File: src/rtl/uart_pkg.sv
// Shared encodings and constants for the BCD UART receive path.
// Byte-receiver and message-parser state types live here so debug tooling sees one definition.
package uart_pkg;

    typedef enum logic [1:0] {
        RX_IDLE  = 2'd0,
        RX_START = 2'd1,
        RX_DATA  = 2'd2,
        RX_STOP  = 2'd3
    } rx_state_t;

    typedef enum logic [1:0] {
        EXP_D1   = 2'd0,
        EXP_D0   = 2'd1,
        EXP_TERM = 2'd2
    } parse_state_t;

    localparam logic [7:0] ASCII_ZERO = 8'h30;
    localparam logic [7:0] ASCII_NINE = 8'h39;
    localparam logic [7:0] ASCII_CR   = 8'h0D;

    localparam int CLK_DIV_DEFAULT = 5208;

    function automatic logic is_digit(input logic [7:0] b);
        return (b >= ASCII_ZERO) && (b <= ASCII_NINE);
    endfunction

endpackage

File: src/rtl/uart_rx_byte.sv
// 8N1 byte receiver: 2-flop synchroniser, mid-bit sampling via a down-counting baud timer.
// state | meaning: IDLE wait for falling edge | START verify start bit | DATA shift 8 bits | STOP check stop bit
module uart_rx_byte
    import uart_pkg::*;
#(
    parameter int CLK_DIV = CLK_DIV_DEFAULT
) (
    input  logic       clk,
    input  logic       rst,
    input  logic       rx_in,
    output logic [7:0] rx_data,
    output logic       rx_strobe,
    output logic       frame_err,
    output logic [1:0] state
);

    localparam logic [15:0] HALF_LOAD = 16'(CLK_DIV / 2 - 1);
    localparam logic [15:0] FULL_LOAD = 16'(CLK_DIV - 1);

    logic        r_sync1;
    logic        r_sync2;
    logic        r_sync_d;
    logic [15:0] r_cnt;
    logic [2:0]  r_idx;
    logic [7:0]  r_shift;
    logic [7:0]  r_data;
    logic        r_strobe;
    logic        r_ferr;
    rx_state_t   r_state;
    rx_state_t   w_state_nxt;
    logic        w_fall;
    logic        w_expire;

    assign w_fall   = r_sync_d & ~r_sync2;
    assign w_expire = (r_cnt == 16'd0);

    // Sync flops reset high so a line already idle at reset release is not seen as a start bit.
    always_ff @(posedge clk or negedge rst) begin
        if (!rst) begin
            r_sync1  <= 1'b1;
            r_sync2  <= 1'b1;
            r_sync_d <= 1'b1;
        end else begin
            r_sync1  <= rx_in;
            r_sync2  <= r_sync1;
            r_sync_d <= r_sync2;
        end
    end

    always_ff @(posedge clk or negedge rst) begin
        if (!rst) r_state <= RX_IDLE;
        else      r_state <= w_state_nxt;
    end

    always_comb begin
        w_state_nxt = r_state;
        case (r_state)
            RX_IDLE:  if (w_fall) w_state_nxt = RX_START;
            RX_START: if (w_expire) w_state_nxt = r_sync2 ? RX_IDLE : RX_DATA;
            RX_DATA:  if (w_expire && (r_idx == 3'd7)) w_state_nxt = RX_STOP;
            RX_STOP:  if (w_expire) w_state_nxt = RX_IDLE;
            default:  w_state_nxt = RX_IDLE;
        endcase
    end

    always_ff @(posedge clk or negedge rst) begin
        if (!rst) begin
            r_cnt    <= 16'd0;
            r_idx    <= 3'd0;
            r_shift  <= 8'd0;
            r_data   <= 8'd0;
            r_strobe <= 1'b0;
            r_ferr   <= 1'b0;
        end else begin
            r_strobe <= 1'b0;
            r_ferr   <= 1'b0;
            case (r_state)
                RX_IDLE: begin
                    if (w_fall) r_cnt <= HALF_LOAD;
                end
                RX_START: begin
                    if (!w_expire) begin
                        r_cnt <= r_cnt - 16'd1;
                    end else if (!r_sync2) begin
                        r_cnt <= FULL_LOAD;
                        r_idx <= 3'd0;
                    end
                end
                RX_DATA: begin
                    if (!w_expire) begin
                        r_cnt <= r_cnt - 16'd1;
                    end else begin
                        r_shift[r_idx] <= r_sync2;
                        r_cnt          <= FULL_LOAD;
                        r_idx          <= r_idx + 3'd1;
                    end
                end
                RX_STOP: begin
                    if (!w_expire) begin
                        r_cnt <= r_cnt - 16'd1;
                    end else if (r_sync2) begin
                        r_data   <= r_shift;
                        r_strobe <= 1'b1;
                    end else begin
                        r_ferr <= 1'b1;
                    end
                end
                default: r_cnt <= 16'd0;
            endcase
        end
    end

    assign rx_data   = r_data;
    assign rx_strobe = r_strobe;
    assign frame_err = r_ferr;
    assign state     = r_state;

endmodule

File: src/rtl/uart_bcd_rx.sv
// BCD message receiver: parses "<tens><units><TERM>" from the byte stream into held BCD digits.
// state | meaning: EXP_D1 expect tens digit | EXP_D0 expect units digit | EXP_TERM expect terminator
module uart_bcd_rx
    import uart_pkg::*;
#(
    parameter int         CLK_DIV   = CLK_DIV_DEFAULT,
    parameter logic [7:0] TERM_CHAR = ASCII_CR
) (
    input  logic       clk,
    input  logic       rst,
    input  logic       rx_in,
    output logic [6:0] bcd0,
    output logic [6:0] bcd1,
    output logic       msg_valid,
    output logic [7:0] rx_data,
    output logic       rx_strobe,
    output logic       frame_err,
    output logic       fmt_err,
    output logic [1:0] state_out
);

    logic [7:0]   w_rx_data;
    logic         w_rx_strobe;
    logic         w_frame_err;
    logic [1:0]   w_state;
    logic [3:0]   w_digit;
    logic         w_is_digit;
    logic         w_take_tens;
    logic         w_take_units;
    logic         w_commit;
    logic         w_fmt;
    parse_state_t r_pst;
    parse_state_t w_pst_nxt;
    logic [3:0]   r_tens;
    logic [3:0]   r_units;
    logic [3:0]   r_bcd1;
    logic [3:0]   r_bcd0;
    logic         r_msg_valid;
    logic         r_fmt_err;

    uart_rx_byte #(.CLK_DIV(CLK_DIV)) u_rx_byte (
        .clk       (clk),
        .rst       (rst),
        .rx_in     (rx_in),
        .rx_data   (w_rx_data),
        .rx_strobe (w_rx_strobe),
        .frame_err (w_frame_err),
        .state     (w_state)
    );

    assign w_is_digit = is_digit(w_rx_data);
    assign w_digit    = 4'(w_rx_data - ASCII_ZERO);

    always_ff @(posedge clk or negedge rst) begin
        if (!rst) r_pst <= EXP_D1;
        else      r_pst <= w_pst_nxt;
    end

    always_comb begin
        w_pst_nxt    = r_pst;
        w_take_tens  = 1'b0;
        w_take_units = 1'b0;
        w_commit     = 1'b0;
        w_fmt        = 1'b0;
        if (w_frame_err) begin
            w_pst_nxt = EXP_D1;
        end else if (w_rx_strobe) begin
            case (r_pst)
                EXP_D1: begin
                    if (w_is_digit) begin
                        w_take_tens = 1'b1;
                        w_pst_nxt   = EXP_D0;
                    end else begin
                        w_fmt = 1'b1;
                    end
                end
                EXP_D0: begin
                    if (w_is_digit) begin
                        w_take_units = 1'b1;
                        w_pst_nxt    = EXP_TERM;
                    end else begin
                        w_fmt     = 1'b1;
                        w_pst_nxt = EXP_D1;
                    end
                end
                EXP_TERM: begin
                    if (w_rx_data == TERM_CHAR) w_commit = 1'b1;
                    else                        w_fmt    = 1'b1;
                    w_pst_nxt = EXP_D1;
                end
                default: w_pst_nxt = EXP_D1;
            endcase
        end
    end

    // Partial digits are dropped on a framing error; the held display value is untouched.
    always_ff @(posedge clk or negedge rst) begin
        if (!rst) begin
            r_tens      <= 4'd0;
            r_units     <= 4'd0;
            r_bcd1      <= 4'd0;
            r_bcd0      <= 4'd0;
            r_msg_valid <= 1'b0;
            r_fmt_err   <= 1'b0;
        end else begin
            r_msg_valid <= w_commit;
            r_fmt_err   <= w_fmt;
            if (w_frame_err) begin
                r_tens  <= 4'd0;
                r_units <= 4'd0;
            end else begin
                if (w_take_tens)  r_tens  <= w_digit;
                if (w_take_units) r_units <= w_digit;
            end
            if (w_commit) begin
                r_bcd1 <= r_tens;
                r_bcd0 <= r_units;
            end
        end
    end

    assign bcd1      = {3'b000, r_bcd1};
    assign bcd0      = {3'b000, r_bcd0};
    assign msg_valid = r_msg_valid;
    assign fmt_err   = r_fmt_err;
    assign rx_data   = w_rx_data;
    assign rx_strobe = w_rx_strobe;
    assign frame_err = w_frame_err;
    assign state_out = w_state;

endmodule

File: config.mk
export PLATFORM = sky130hd
export DESIGN_NAME = uart_bcd_rx
export DESIGN_NICKNAME = d
export VERILOG_FILES = /design/src/rtl/uart_pkg.sv /design/src/rtl/uart_rx_byte.sv /design/src/rtl/uart_bcd_rx.sv
export SDC_FILE = /design/constraint.sdc
export NUM_CORES = 1
export LEC_CHECK = 0
export BUFFER_PORTS_ARGS = -buffer_cell sky130_fd_sc_hd__buf_4
export CAP_MARGIN = 10
export CORE_ASPECT_RATIO = 1.25
export CORE_UTILIZATION = 30
export DETAILED_ROUTE_END_ITERATION = 10
export MAX_ROUTING_LAYER = met4
export PLACE_DENSITY_LB_ADDON = 0.25
export SYNTH_ARGS = -nofsm -noshare
export SYNTH_HDL_FRONTEND = slang
export SYNTH_SLANG_ARGS = --single-unit
export TNS_END_PERCENT = 50
File: constraint.sdc
create_clock -name clk -period 2.76 [get_ports clk]
set_input_delay 0.414 -clock clk [delete_from_list [all_inputs] [get_ports clk]]
set_output_delay 0.414 -clock clk [all_outputs]
set_load 0.01 [all_outputs]
* After elaboration in Yosys (flattened, before gate mapping) *
Index checks and enable logic that the tools add are counted.
W data, S select, Z words.

word-level totals
  flip-flop bits (word level) = 62

operators by class
  bitwise gates (word level) = 2
  reduce and logical (&&, ||, !) cells = 17
  magnitude comparators = 4
  mux-type cells = 50
  equal/unequal tests = 16
  add/sub/neg operators = 3

operator list
  kind                     count
  $mux W16                 5
  $pmux W16 S4             1
  $mux W1                  22
  $mux W2                  9
  $logic_not A16 Y1        1
  $mux W4                  4
  $sub A16 B1 Y16 const B  1
  $ne A2 B1 Y1 const B     5
  $mux W3                  3
  $bwmux W8                1
  $eq A8 B4 Y1 const B     1
  $ge A8 B6 Y1 const B     1
  $le A8 B6 Y1 const B     1
  $pmux W2 S4              1
  $reduce_and A4 Y1        2
  $reduce_bool A2 Y1       4
  $eq A2 B2 Y1 const B     3
  $pmux W3 S2              1
  $reduce_and A3 Y1        2
  $eq A2 B1 Y1 const B     2
  $logic_not A2 Y1         2
  $lt A3 B4 Y1 const B     1
  $ne A2 B2 Y1 const B     2
  $pmux W2 S2              1
  13 further kinds         16

* Longest topological paths before layout *
Gate-level depths: netlist of run 1.

  depth in word-level cells = 8
  gate-level depth with buffers = 9
  mapped depth without buffers = 7

* Hierarchy *
A second synthesis of run 1 with hierarchy kept.

second synthesis, totals
  cells, all modules = 283
  area, all modules = 3,129.3 um2

by module, submodules not included
  module        cells each  area each (um2)  seq. area each (um2)  instances
  uart_rx_byte  207         2,189.6          1,054.8               1
  uart_bcd_rx   76          939.7            500.5                 1

* Least setup slack after synthesis of run 1 *
Ideal clock, no wire load.

  path type = flip-flop to flip-flop
  start point = register u_rx_byte.r_cnt[7]
  end point = register u_rx_byte.r_shift[5]
  data required time = 2,635 ps
  library setup time = 125 ps
  path buffers = 2
  clock period less this slack = 2,071 ps
  slack = 689 ps
  stages on the path, launching flop included = 8
  arrival time = 1,946 ps
  path through = dfrtp_1 buf_6 or4_4 nor2_8 nand2_2 buf_6 nor4_1 mux2_2

between the ends
  cells in the longest elaborated chain, start to end = 2

RTL lines
  element                             RTL line             text
  from (decl)                         uart_rx_byte.sv:23   logic [15:0] r_cnt;
  from (signal assigned)              uart_rx_byte.sv:83   r_cnt <= r_cnt - 16'd1;
  from (signal assigned)              uart_rx_byte.sv:91   r_cnt <= r_cnt - 16'd1;
  from (signal assigned)              uart_rx_byte.sv:100  r_cnt <= r_cnt - 16'd1;
  $logic_not A16 Y1                   uart_rx_byte.sv:35   assign w_expire = (r_cnt == 16'd0);
  $reduce_and A2 Y1 (no source line)  n/a
  to (signal, indexed assignment)     uart_rx_byte.sv:93   r_shift[r_idx] <= r_sync2;
  to (decl)                           uart_rx_byte.sv:25   logic [7:0] r_shift;

No other way between the ends.
A chain may end at the register's enable or synchronous reset.

* Final worst setup path of run 1 *
  start point = register u_rx_byte.r_cnt[13]
  end point = register u_rx_byte.r_shift[6]

Same word-level chain as after synthesis.

==> metrics.md, run 1 <==
| Metric | Value |
|---|---|
| Root buffer cell | sky130_fd_sc_hd__clkbuf_16 |
| Post-Synthesis Cell Area | 0.00317 mm2 |
| Wire length per cell after detailed routing | 15.1 um |
| Data required time of the critical path | 2970 ps |
| Clk buf depth | 2 |
| Number of setup violations in the final report | 0 |
| Number of antenna-violating nets in the routed design | 0 |
| Number of antenna violations at the first check in global routing | 0 |
| Global-route wire length before repair | 11.7 mm |
| Fin crit period | 2320 ps |
| Critical path fanouts, max | 11 |
| Wirelength, routed | 6.83 mm |
| Max transition margin | 0.478 |
| Startpoint of the worst register-to-register path | u_rx_byte.r_cnt[13] |
| Die span in y | 117 um |
| Worst hold-check path type | input port to asynchronous set/reset pin |
| Cts-stage hold buffer count | 0 |
| Most common cell after layout, fill and taps aside | sky130_fd_sc_hd__dfrtp_1 |
| Insertion delay to the later sink of the worst-skew pair | 330 ps |
| Post CTS Setup Buffer Count | 0 |
| Startpoint class of the critical path | register |
| CP Cell Sequence | nor4_2 -> and4_2 -> nand2_2 -> nor4_1 -> mux2_2 |
| Stage delay of the slowest cell on the critical path | 470 ps |
| Synth async-reset ratio | 1.00 |
| R2R setup slack | 440 ps |
| Final net count | 331 |
| Final count of hold timing violations | 0 |
| Count of distinct cell types in the synthesized netlist | 53 |
| Library cell contributing the largest single delay on the critical path | sky130_fd_sc_hd__nor4_2 |
| Core Area | 0.0102 mm2 |
| Bufs and invs on worst path | 0 |
| Cell area reported after detailed placement | 0.00346 mm2 |
| DR iter-0 viols | 76 |
| Total power density per cell area | 921 mW/mm2 |
| Endpoint of the worst-slack reg-to-reg timing path | u_rx_byte.r_shift[6] |
| Endpoint arrival time on the critical path | 2520 ps |
| Highest-count cells in the layout ignoring fill and taps | sky130_fd_sc_hd__dfrtp_1, sky130_fd_sc_hd__buf_4, sky130_fd_sc_hd__mux2_2 |
| HPWL reported at the end of detailed placement | 4.83 mm |
| DRC Markers | 0 |
| Routed via count | 2304 |
| Timing-limited maximum frequency | 432 MHz |
| Remaining Overflow, GRT | 0 |
| Effective utilization at floorplan | 0.312 |
| Endpoint class of the critical path | register |
| Area grow syn2layout | 18.9% |
| Gp weighted congestion | 0.834 |
| Setup repair after global routing missed its margin | false |
| Global routing usage summed across all routing layers | 0.144 |
| Cell count after synthesis | 292 |
| Share of layout cells above drive strength 1 | 0.259 |
| Fin Clk Skew | 6.81 ps |
| Post_cts resized | 0 |
| Via/cell ratio | 5.09 |
| Outcome | finished clean |
| Leakage power | 0.00182 uW |
| Average cell area after synthesis | 10.8 um2 |
| Number of synthesized register bits | 62 |
| # diodes | 0 |
| Number of synthesis warnings | 0 |
| Pin slew with the least headroom to its limit | 782 ps |
| Largest net degree at the start of global routing | 63 |
| Cell area after layout | 0.00376 mm2 |
| Max_cap viols | 0 |
| Number of enable-type register cells in the synthesized netlist | 0 |
| Path depth of the worst reg2reg path | 5 |
| Number of global-route vias before repair | 2327 |
| Worst IR Drop VDD | 470 uV |
| Final clock period utilization by the worst path | 0.839 |
| # IOs | 31 |
| Drt first pass iters | 4 |
| Floorplan die width | 93.9 um |
| Synth Flop Type | sky130_fd_sc_hd__dfrtp_1 |
| Number of H-tree levels | 3 |
| Clock tree from TritonCTS | done |
| Setup Total Neg Slack | 0 ps |
| Inserted Clock Buffers | 9 |
| Worst setup path class | register to register |
| IO buf count | 24 |
| Number of pins exceeding their max-slew limit in the final report | 0 |
| Std cell rows | 41 |
| Clock edge transition at the registers on the reported setup and hold paths | 60 ps |
| Delay-heaviest family, CP | simple AND/OR/NAND/NOR gates |
| Portion of the post-synthesis area used by sequential elements | 0.491 |
| Die Footprint | 0.0110 mm2 |
| Count of clock tree sinks | 62 |
[per-layer routing]
| layer | track usage | wire [um] |
|---|---|---|
| met3 | 0.0317 | 245 |
| met1 | 0.164 | 3110 |
| met4 | 0.0779 | 169 |
| met5 | - | 0 |
| met2 | 0.235 | 3300 |
[logic make-up after synthesis]
family,Yosys count,synth area share
simple gates,89,0.160
compound gates,64,0.141
flops,62,0.491
mux,35,0.120
buf+inv,32,0.0506
fa+ha+maj,9,0.0356
other cells,1,0.00118
[report_power, final]
group          internal, uW  switching [uW]  total [uW]
registers              1020             153        1170
clock network           709             439        1150
logic                   445             702        1150
[area by class of cell]
| class | count | area (um2) |
|---|---|---|
| multi-input combinational | 203 | 1470 |
| timing repair buffer | 29 | 218 |
| clock buffer | 9 | 225 |
| inverter | 14 | 52.6 |
| sequential | 62 | 1560 |
| fill | 1009 | 6390 |
| clock inverter | 7 | 81.3 |
| tap | 129 | 161 |
[metrics by stage]
stage                     std cells  utilization  hold WS [ps]  power, uW  setup WS (ps)
after floorplan                 297            -           118       2000            689
after global placement          437        0.340           346       2320            511
after detailed placement        437        0.340           348       2320            500
after CTS                       453        0.370           185       3490            469
after global routing            453        0.370           177       3710            333
final                           453        0.370           165       3470            444
[how the worst max path moves through the flow]
stage,from,endpoint,slack (ps),cells after the start
2_1_floorplan,u_rx_byte.r_cnt[7],u_rx_byte.r_shift[5],690,7
3_3_place_gp,u_rx_byte.r_cnt[13],u_rx_byte.r_shift[6],510,5
3_5_place_dp,u_rx_byte.r_cnt[7],u_rx_byte.r_shift[6],500,5
4_1_cts,u_rx_byte.r_cnt[13],u_rx_byte.r_shift[6],470,5
5_1_grt,u_rx_byte.r_cnt[13],u_rx_byte.r_shift[6],330,5
6_report,u_rx_byte.r_cnt[13],u_rx_byte.r_shift[6],440,5
[synth_stat cells (all sizes together) (2+ instances only)]
| cell | count | share of area |
|---|---|---|
| o21ai | 7 | 0.011 |
| ha | 9 | 0.036 |
| inv | 14 | 0.017 |
| nand3 | 5 | 0.0079 |
| o22ai | 2 | 0.0040 |
| a21oi | 13 | 0.021 |
| nand2 | 18 | 0.022 |
| buf | 10 | 0.025 |
| a31oi | 13 | 0.026 |
| dfrtp | 59 | 0.47 |
| or4 | 4 | 0.011 |
| nand4 | 8 | 0.016 |
| dfstp | 3 | 0.025 |
| a41oi | 3 | 0.0083 |
| and4 | 2 | 0.0059 |
| mux2 | 24 | 0.085 |
| a22oi | 2 | 0.0047 |
| o22a | 6 | 0.017 |
| or3 | 2 | 0.0040 |
| clkbuf | 8 | 0.0095 |
| nand2b | 3 | 0.0059 |
| a32oi | 2 | 0.0055 |
| nor2b | 2 | 0.0040 |
| nor3 | 9 | 0.014 |
| nor2 | 24 | 0.034 |
| mux2i | 11 | 0.035 |
| o211ai | 5 | 0.012 |
| a22o | 3 | 0.0083 |
| nor4 | 6 | 0.019 |
[worst reg2reg max path, delay by kind of cell, from the launching register on]
family / cells / cell delay (ps)
simple gates: 4 / 1390
flops: 1 / 430
mux: 1 / 380
[flip-flops by register name (all words and copies together) (netlist names), named ones only]
signal               flops
u_rx_byte.r_sync2        1
u_rx_byte.r_sync_d       1
fmt_err                  1
u_rx_byte.r_sync1        1
u_rx_byte.r_cnt         16
r_bcd1                   4
u_rx_byte.r_idx          3
r_bcd0                   4
u_rx_byte.state          1
msg_valid                1
r_pst                    2
u_rx_byte.frame_err      1
u_rx_byte.r_shift        8
u_rx_byte.rx_data        8
u_rx_byte.rx_strobe      1
r_units                  4
r_tens                   4
(Power assumes the default switching activity.)
==> inputs of run 2 (changes only) <==
Clock period 2.76 ns to 1.9 ns, I/O delays scaled along.
==> metrics.md, run 2 (same netlist as run 1, synthesis figures left out) <==
| Metric | Value |
|---|---|
| Outcome | complete, but fails checks |
| Violations in the final reports | negative setup slack |
| Beginning of the critical path | u_rx_byte.r_cnt[13] |
| Die Footprint | 0.0110 mm2 (unchanged) |
| GR Layer Usage met1 | 0.181 (+0.0173) |
| Root buffer cell | sky130_fd_sc_hd__clkbuf_16 |
| Post-layout power | 6040 uW (+74%) |
| Number of H-tree levels | 3 (unchanged) |
| Final clock period utilization by the worst path | 1.03 (+0.195) |
| Startpoint of the worst register-to-register path | u_rx_byte.r_cnt[13] |
| Number of antenna violations at the first check in global routing | 0 (unchanged) |
| Layout fillers | 974 (-3.5%) |
| Total power density per cell area | 1340 mW/mm2 (+46%) |
| Max_cap viols | 0 (unchanged) |
| Final net count | 397 (+20%) |
| Via/cell ratio | 5.00 (-1.7%) |
| Clock edge transition at the registers on the reported setup and hold paths | 50 ps (about the same) |
| Max reg flops | 16 (unchanged) |
| Drt first pass iters | 4 (unchanged) |
| Startpoint class of the critical path | register |
| Share of layout cells above drive strength 1 | 0.413 (+0.154) |
| Endpoint class of the critical path | register |
| Count of clock tree sinks | 62 (unchanged) |
| Core Area | 0.0102 mm2 (unchanged) |
| Met3 GRT Util | 0.0368 (+0.00517) |
| Wirelength, routed | 7.79 mm (+14%) |
| Worst setup path class | register to register |
| Leakage power | 0.00219 uW (+21%) |
| Gp weighted congestion | 0.866 (+3.8%) |
| Hold path startpoint | rx_in |
| Std cell rows | 41 (unchanged) |
| Number of pins exceeding their max-slew limit in the final report | 0 (unchanged) |
| # IOs | 31 (unchanged) |
| Inserted Clock Buffers | 9 (unchanged) |
| IO buf count | 24 (unchanged) |
| Number of global-route vias before repair | 2684 (+15%) |
| Cell area after layout | 0.00450 mm2 (+19%) |
| R2R setup slack | -70 ps (-510 ps) |
| WHS Path Cells | 1 |
| Largest Register | u_rx_byte.r_cnt |
| Clk buf depth | 2 (unchanged) |
| Area of the multi-input gates | 0.00165 mm2 (+12%) |
| Floorplan die width | 93.9 um (unchanged) |
| Endpoint of the worst-slack reg-to-reg timing path | u_rx_byte.r_cnt[4] |
| Cell area reported after detailed placement | 0.00395 mm2 (+14%) |
| Final count of hold timing violations | 0 (unchanged) |
| Timing-limited maximum frequency | 509 MHz (+18%) |
| Routed via count | 2595 (+13%) |
| Die span in y | 117 um (unchanged) |
| Worst hold-check path type | input port to register |
| Hold Path End | u_rx_byte.r_sync1 |
| Critical path fanouts, max | 12 (+1) |
| DR iter-0 viols | 63 (-17%) |
| Busiest metal layer after global routing | met2 |
| Met2 Usage GRT | 0.281 (+0.0462) |
| Fin Clk Skew | 5.22 ps (-1.59 ps) |
| Global routing usage summed across all routing layers | 0.162 (+0.0180) |
| # diodes | 0 (unchanged) |
| Fin crit period | 1970 ps (-351 ps) |
| Clock tree from TritonCTS | done |
| Worst IR Drop VDD | 780 uV (+66%) |
| HPWL reported at the end of detailed placement | 5.65 mm (+17%) |
| Setup ws final | -65.9 ps (-509 ps) |
| Data required time of the critical path | 2120 ps (-850 ps) |
| Largest net degree at the start of global routing | 34 (-46%) |
| Endpoint arrival time on the critical path | 2180 ps (-340 ps) |
| DRC Markers | 0 (unchanged) |
| Most common cell after layout, fill and taps aside | sky130_fd_sc_hd__buf_4 |
| Path depth of the worst reg2reg path | 7 (+2) |
| Highest-count cells in the layout ignoring fill and taps | sky130_fd_sc_hd__buf_4, sky130_fd_sc_hd__dfrtp_1, sky130_fd_sc_hd__nor2_1 |
| Insertion delay to the later sink of the worst-skew pair | 330 ps (about the same) |
| Global-route wire length before repair | 13.1 mm (+12%) |
| Wire length per cell after detailed routing | 15.0 um (-0.50%) |
| Area used by sequential logic in the layout | 0.00156 mm2 (unchanged) |
| Area grow syn2layout | 42.0% |
| Setup repair after global routing missed its margin | true |
| Effective utilization at floorplan | 0.312 (unchanged) |
| Remaining Overflow, GRT | 0 (unchanged) |
| Number of antenna-violating nets in the routed design | 0 (unchanged) |
| Number of setup violations in the final report | 25 (+25) |
[run 2: worst max-delay path, stage by stage (launching register included)]
cell                      delay (ps)
sky130_fd_sc_hd__dfrtp_1         380
sky130_fd_sc_hd__nor4_2          290
sky130_fd_sc_hd__buf_4           180
sky130_fd_sc_hd__nand4_1         160
sky130_fd_sc_hd__o31ai_2         360
sky130_fd_sc_hd__buf_4           240
sky130_fd_sc_hd__a21oi_1          60
sky130_fd_sc_hd__o22a_1          170
[run 2: per-stage QoR]
stage               setup TNS [ps]  instances  worst slack [ps]  hold slack [ps]  utilization
floorplan                     -519        297             -85.7            -10.6            -
CTS                           -515        520             -48.0             54.3        0.439
global placement             -1660        497              -117              259        0.389
global route                 -4710        519              -195             49.0        0.443
finish                        -770        519             -65.9             57.5        0.443
detailed placement           -1960        497              -148              264        0.389
[run 2: layer usage]
layer  vias to the layer above  wire (um)
met3                        11        275
met4                         0        123
li1                       1261          -
met1                      1274       3480
met2                        49       3910
met5                         -          0
[run 2: how the worst max path moves through the flow]
| stage | to | slack (ps) |
|---|---|---|
| floorplan | u_rx_byte.r_shift[5] | -90 |
| global placement | u_rx_byte.r_shift[0] | -120 |
| detailed placement | u_rx_byte.r_shift[0] | -150 |
| CTS | u_rx_byte.r_cnt[8] | -50 |
| global route | u_rx_byte.r_cnt[2] | -200 |
| finish | u_rx_byte.r_cnt[4] | -70 |
[run 2: layout make-up]
cell class                 instances  area share
multi-input combinational        203       0.367
clock inverter                     7      0.0220
inverter                          14      0.0117
sequential                        62       0.346
timing repair buffer              95       0.168
clock buffer                       9      0.0501
tap                              129      0.0359
[run 2: power breakdown]
part | leakage [uW] | switching, uW | internal (uW)
registers | 0.000834 | 135 | 1480
logic | 0.00120 | 1380 | 1260
clock network | 0.000156 | 628 | 1150
[run 2: repair_timing]
action                                  CTS  global route
gates cloned                              0             0
hold buffers                              1             0
pin swaps                                17             5
hold endpoints to repair                 29             0
gates resized for setup                  26             7
setup buffers                             7             0
endpoints found under the setup margin   40            46
